File: src/rtl/fft_fixed_pkg.sv
// Shared types and sign-magnitude <-> two's-complement helpers for the FFT fixed-point datapath.
package fft_fixed_pkg;

    typedef logic [15:0] sm_q7_8_t;

    typedef enum logic [2:0] {IDLE, MUL_RR, MUL_II, MUL_RI, MUL_IR, OUT} tmc_state_t;

    localparam sm_q7_8_t SM_MAX = 16'h7FFF;

    typedef struct packed {
        logic     sat;
        sm_q7_8_t value;
    } sm_sat_t;

    // Negative zero maps to plain zero here, so it never reaches the adders.
    function automatic logic signed [16:0] sm_to_tc(input sm_q7_8_t x);
        logic signed [16:0] mag;
        mag = {2'b00, x[14:0]};
        return x[15] ? -mag : mag;
    endfunction

    function automatic sm_sat_t tc_to_sm_sat(input logic signed [16:0] x);
        sm_sat_t    r;
        logic [16:0] mag;
        mag = x[16] ? -x : x;
        r.sat = (mag > {1'b0, SM_MAX});
        if (r.sat)
            r.value = {x[16], SM_MAX[14:0]};
        else if (mag == 17'd0)
            r.value = 16'h0000;
        else
            r.value = {x[16], mag[14:0]};
        return r;
    endfunction

endpackage

File: src/rtl/fixed_point_math.sv
// Combinational 16-bit sign-magnitude Q7.8 multiplier; magnitude truncated and clipped to 0x7FFF.
module fixed_point_math (
    input  logic [15:0] input1,
    input  logic [15:0] input2,
    output logic [15:0] product
);
    logic [29:0] mag_full;
    logic [21:0] mag_q;

    assign mag_full = {15'b0, input1[14:0]} * {15'b0, input2[14:0]};
    assign mag_q    = 22'(mag_full >> 8);
    assign product  = {input1[15] ^ input2[15], (|mag_q[21:15]) ? 15'h7FFF : mag_q[14:0]};

endmodule

File: src/rtl/twiddle_mult_ctrl.sv
// Complex twiddle multiply: four real products through one shared multiplier, then saturating add/sub.
module twiddle_mult_ctrl
    import fft_fixed_pkg::*;
#(
    parameter int DATA_W = 16,
    parameter int FRAC_W = 8,
    parameter int CONJ   = 0
) (
    input  logic              clk,
    input  logic              rst,
    input  logic              in_valid,
    output logic              in_ready,
    input  logic [DATA_W-1:0] a_re,
    input  logic [DATA_W-1:0] a_im,
    input  logic [DATA_W-1:0] w_re,
    input  logic [DATA_W-1:0] w_im,
    output logic              out_valid,
    input  logic              out_ready,
    output logic [DATA_W-1:0] out_re,
    output logic [DATA_W-1:0] out_im,
    output logic              out_sat
);
    if (DATA_W != 16 || FRAC_W != 8) begin : g_bad_format
        $error("twiddle_mult_ctrl supports only 16-bit Q7.8 operands");
    end

    tmc_state_t state, next_state;
    sm_q7_8_t   op_a_re, op_a_im, op_w_re, op_w_im;
    sm_q7_8_t   p_rr, p_ri;
    sm_sat_t    acc_re;
    sm_q7_8_t   mul_in1, mul_in2, mul_out;
    logic signed [16:0] sum_re, sum_im;
    sm_sat_t    res_re, res_im;

    fixed_point_math u_mul (
        .input1  (mul_in1),
        .input2  (mul_in2),
        .product (mul_out)
    );

    assign in_ready  = (state == IDLE);
    assign out_valid = (state == OUT);

    // NOTE: every output of this block gets a default first so no path can infer a latch.
    always_comb begin
        next_state = state;
        mul_in1    = '0;
        mul_in2    = '0;
        case (state)
            IDLE:    if (in_valid) next_state = MUL_RR;
            MUL_RR:  begin mul_in1 = op_a_re; mul_in2 = op_w_re; next_state = MUL_II; end
            MUL_II:  begin mul_in1 = op_a_im; mul_in2 = op_w_im; next_state = MUL_RI; end
            MUL_RI:  begin mul_in1 = op_a_re; mul_in2 = op_w_im; next_state = MUL_IR; end
            MUL_IR:  begin mul_in1 = op_a_im; mul_in2 = op_w_re; next_state = OUT;    end
            OUT:     if (out_ready) next_state = IDLE;
            default: next_state = IDLE;
        endcase
    end

    // mul_out is p_ii in MUL_II and p_ir in MUL_IR.
    always_comb begin
        if (CONJ != 0) begin
            sum_re = sm_to_tc(p_rr) + sm_to_tc(mul_out);
            sum_im = sm_to_tc(mul_out) - sm_to_tc(p_ri);
        end else begin
            sum_re = sm_to_tc(p_rr) - sm_to_tc(mul_out);
            sum_im = sm_to_tc(p_ri) + sm_to_tc(mul_out);
        end
        res_re = tc_to_sm_sat(sum_re);
        res_im = tc_to_sm_sat(sum_im);
    end

    // NOTE: sequential state uses non-blocking assignments so all registers update from pre-edge values.
    always_ff @(posedge clk) begin
        if (rst) begin
            state   <= IDLE;
            out_re  <= '0;
            out_im  <= '0;
            out_sat <= 1'b0;
        end else begin
            state <= next_state;
            if (state == MUL_IR) begin
                out_re  <= acc_re.value;
                out_im  <= res_im.value;
                out_sat <= acc_re.sat | res_im.sat;
            end
        end
    end

    // NOTE: operand and partial-product registers are not reset; they are always written before use.
    always_ff @(posedge clk) begin
        case (state)
            IDLE: if (in_valid) begin
                op_a_re <= a_re;
                op_a_im <= a_im;
                op_w_re <= w_re;
                op_w_im <= w_im;
            end
            MUL_RR:  p_rr   <= mul_out;
            MUL_II:  acc_re <= res_re;
            MUL_RI:  p_ri   <= mul_out;
            default: ;
        endcase
    end

endmodule

File: config.mk
export PLATFORM = sky130hd
export DESIGN_NAME = twiddle_mult_ctrl
export DESIGN_NICKNAME = d
export VERILOG_FILES = /design/src/rtl/fft_fixed_pkg.sv /design/src/rtl/fixed_point_math.sv /design/src/rtl/twiddle_mult_ctrl.sv
export SDC_FILE = /design/constraint.sdc
export NUM_CORES = 1
export LEC_CHECK = 0
export ABC_AREA = 1
export BUFFER_PORTS_ARGS = -buffer_cell sky130_fd_sc_hd__clkbuf_2
export CAP_MARGIN = 5
export CORE_AREA = 2 2 195 197
export CTS_BUF_LIST = sky130_fd_sc_hd__clkbuf_4
export CTS_CLUSTER_SIZE = 16
export DETAILED_ROUTE_END_ITERATION = 8
export DIE_AREA = 0 0 197 199
export PLACE_DENSITY_LB_ADDON = 0.25
export SLEW_MARGIN = 20
export SYNTH_ARGS = -nofsm -noshare
export SYNTH_HDL_FRONTEND = slang
export SYNTH_SLANG_ARGS = --single-unit
File: constraint.sdc
create_clock -name clk -period 13.95 [get_ports clk]
set_clock_uncertainty 0.05 [all_clocks]
set_input_delay 2.79 -clock clk [delete_from_list [all_inputs] [get_ports clk]]
set_output_delay 2.79 -clock clk [all_outputs]
set_load 0.02 [all_outputs]
======== After elaboration in Yosys (flattened, before gate mapping) ========
Cells that the tools add are included.
word-level totals
  register bits after elaboration ......... 149
  input port bits ......................... 68
  output and inout bits ................... 35
  logic and storage cells ................. 57
operators by class
  $add $sub $neg .......................... 7
  multiply operators ...................... 1
  $lt $le $gt $ge ......................... 2
  eq/ne operators ......................... 7
  muxes and demuxes ....................... 15
  bitwise gates (word level) .............. 2
  reduce and logical (&&, ||, !) cells .... 10
operators by type and width
  cell                    count
  $mux W17                5
  $mux W16                4
  $pmux W16 S2            2
  $neg A15 Y17            3
  $gt A17 B15 Y1 const B  2
  $logic_not A17 Y1       2
  $neg A17 Y17            2
  $mul A15 B15 Y30        1
  $pmux W3 S6             1
  $add A17 B17 Y17        1
  $sub A17 B17 Y17        1
  $mux W15                1
  $reduce_or A2 Y1        4
  $reduce_or A7 Y1        1
  $eq A3 B2 Y1 const B    2
  $eq A3 B3 Y1 const B    2
  $mux W3                 2
  $reduce_and A2 Y1       2
  $eq A3 B1 Y1 const B    1
  $logic_not A3 Y1        1
  $ne A2 B1 Y1 const B    1
  $ne A2 B2 Y1 const B    1
  $or A1 B1 Y1            1
  $xor A1 B1 Y1           1

======== Longest topological paths before layout ========
  depth in word-level cells ............... 14
  depth in mapped cells ................... 69
  mapped depth without buffers ............ 66

======== Modules after synthesis ========
A second synthesis with hierarchy kept.
second synthesis, totals
  cell total of the unflattened synthesis .. 2434
  area total of the unflattened synthesis .. 17817.1 µm²
by module, submodules not included
  module             instances  cells each  area each (µm²)  seq. area each (µm²)
  twiddle_mult_ctrl  1          1252        9585.4           4113.9
  fixed_point_math   1          1182        8231.6           0.0

======== Least setup slack after synthesis ========
OpenSTA, ideal clock, no wires.
  kind .................................... register to register
  from .................................... register state[2]
  to ...................................... register acc_re[15] (netlist bit) (data pin)
  library setup time ...................... 0.252 ns
  arrival ................................. 9.660 ns
  data required time ...................... 13.648 ns
  path slack .............................. 3.988 ns
  cell stages (with the launch flop) ...... 57
  buffers on the path ..................... 4
  period minus slack after synthesis ...... 9.962 ns
  path through ............................ dfxtp_1 buf_6 inv_4 nand3_2 nand2_4 clkbuf_1 a22o_1 clkbuf_1 nand2_1 fa_1 fa_1 fa_1 inv_1 fa_1 fa_1 inv_1 fa_1 inv_1 [... 21 more ...] nor2_1 o21bai_1 a21oi_1 o21bai_1 a21oi_1 nand2_1 nand2_1 o21ai_1 nand2_1 o211ai_1 xor2_1 nor2_1 nand3_2 nand2_1 nor2_1 nand2_1 nor2_1 nor2_1
RTL lines
  item                    RTL line                  source
  start, declared         twiddle_mult_ctrl.sv:27   tmc_state_t state, next_state;
  start signal, assigned  twiddle_mult_ctrl.sv:81   state <= next_state;
  end signal, assigned    twiddle_mult_ctrl.sv:100  MUL_II: acc_re <= res_re;
  end, declared           twiddle_mult_ctrl.sv:30   sm_sat_t acc_re;

==> results.cfg <==
[global_routing]
grt_pass1_wl_mm = 69.12
grt.total_usage = 0.2220
grt_max_degree = 65
grt_antenna_before_repair = 1
grt_pass1_vias = 14192
grt.overflow.total = 0

[floorplanning]
core_mm2 = 0.03713
die_h_um = 199
die-area_mm2 = 0.03920
initial_utilization = 0.4559
placementRows = 71
die_x_um = 197
io_pins = 103

[critical_path]
cp_max_fo = 32
path_class = reg -> reg
slowest_delay_ns = 0.71
crit_top_cell = nand2_1
cp.arrival_ns = 12.74
slowest_stage = a22o_1
worstSetupStartpointType = register
crit_path_end_kind = register
cp.required_ns = 14.26

[cells_and_area]
final_util = 0.4875
area.growth.synth_to_final_pct = 6.925
drive_gt1_frac = 0.09653
fin_nets = 2567
fin_area_mm2 = 0.01810

[clock_network]
post_cts.repair.setup_buffers = 0
worstSkewPairLatency_ns = 0.62
clkSinkCount = 149
clk_pin_slew_ns = 0.15
cts_resized = 0
cts_hold_buf = 0
ctsHtreeMaxLevel = 4
clock_path_buffers = 2
numCtsBuffers = 17
cts_tree = done
clockRootBuffer = clkbuf_4

[synth]
synthesis.area_mm2 = 0.01693
yosysUniqueCellTypes = 53
avgSynthCellArea_um2 = 7.929
synth_common_cells = nand2_1, inv_1, fa_1
syn-instance-count = 2135
yosysMostFrequentCell = nand2_1
ys_ff_latch = 149
synth_area_leaders = edfxtp_1, fa_1, nand2_1, inv_1, ha_1
ys_seq_area_frac = 0.2430
mappedNetlistNets = 2498
synth_top_area_cell = edfxtp_1
yosys.area.top_type_share = 0.2004
yosysWarnings = 0
synth_edf_count = 113
synth_top_flop_cell = edfxtp_1
async_flop_share = 0

[placement]
numPortBuffers = 102
postPlaceCellArea_mm2 = 0.01781
dp_hpwl_mm = 32.92
dpl_worst_slack_ns = 1.666
gp_congestion = 0.9145

[route]
drc = 0
drt_wl_total_mm = 40.69
ant_nets = 0
vias = 13647
drt_iter0_markers = 850
vias_per_cell = 5.069
wl_per_cell_um = 15.12
drtPass1Iterations = 7

[sta]
timing.final.crit_period_ns = 12.42
finalWorstSetupSlack_ns = 1.529
maxSlewViolCount = 0
relSlewSlack = 0.3384
tns_ns = 0
finalCritPeriodShare = 0.8904
timing.fmax_ghz = 0.08051
hold_viol_final = 0
grt_setup_unrepaired = no
setup_viol = 0
tightest_slew_ns = 0.9820

[hold_path]
hold_class = reg -> reg

[flow_run]
cap_violations = 0

[run_status]
status = finished clean
-- critical path: cells and delay by family, from the launching register on --
| family | cells | cell delay (ns) |
|---|---|---|
| AOI/OAI and AO/OA | 9 | 2.35 |
| xor gates and xnor gates | 1 | 0.40 |
| adders and majority gates | 8 | 3.91 |
| buffers and inverters | 7 | 0.58 |
| DFF | 1 | 0.66 |
| and+or+nand+nor | 23 | 4.21 |
-- cells in the final DEF (no fill, tap or decap), types with 27 or more instances in the layout --
master and count:
xnor2_1 27, nor2_1 134, clkbuf_2 102, edfxtp_1 113, nand2_1 501, xor2_1 61
fa_1 168, o21ai_0 62, dfxtp_1 36, nand3_1 74, inv_1 478, ha_1 127
a21oi_1 76
-- registers in the layout (all words and copies together), names as in the netlist --
signal,count
state,3
op_w_re,16
op_w_im,16
op_a_re,16
out_im,16
out_sat,1
p_rr,16
op_a_im,16
p_ri,16
acc_re,17
out_re,16
-- logic make-up (layout without fill, tap and decap cells) --
| kind of cell | count (synthesis) | after routing | share of synthesized area |
|---|---|---|---|
| xor+xnor | 89 | 89 | 0.04649 |
| other cells | 0 | 1 | 0 |
| buf+inv | 552 | 634 | 0.1255 |
| flops | 149 | 149 | 0.2430 |
| compound gates | 218 | 218 | 0.07827 |
| fa+ha+maj | 295 | 295 | 0.2925 |
| simple gates | 832 | 832 | 0.2142 |
-- metal layers --
metal,GRT usage,vias up,routed length [um]
met4,0.06488,0,818
li1,-,6754,-
met1,0.2734,6489,17560
met2,0.4005,344,20320
met5,0,-,0
met3,0.03628,60,1989
-- stage by stage --
step                hold slack, ns  instances
finish                      0.4256       2692
global placement            0.4030       2659
floorplan                   0.4194       2135
global route                0.4426       2692
detailed placement          0.4058       2659
CTS                         0.4261       2691
-- path summary, 6_finish.rpt --
check	cells past startpoint	endpoint	startpoint	slack [ns]
max	48	acc_re[15]$_DFFE_PP_	state[2]$_SDFFE_PP0P_	1.53
min	2	out_im[10]$_SDFFE_PP0P_	out_im[10]$_SDFFE_PP0P_	0.43
max reg2reg	48	acc_re[15]$_DFFE_PP_	state[2]$_SDFFE_PP0P_	1.53
min reg2reg	2	out_im[10]$_SDFFE_PP0P_	out_im[10]$_SDFFE_PP0P_	0.43
-- final cells by class --
class | count | area [um2]
Multi-Input combinational cell | 1434 | 10700
Fill cell | 3627 | 19030
Inverter | 496 | 1864
Timing Repair Buffer | 106 | 540.5
Antenna cell | 1 | 2.502
Clock inverter | 14 | 156.4
Clock buffer | 18 | 135.1
Sequential cell | 149 | 4114
Tap cell | 474 | 593.1
Power is left out: the tool's default activity adds up to more than one toggle a clock period on the data nets, which glitch-free logic cannot reach.
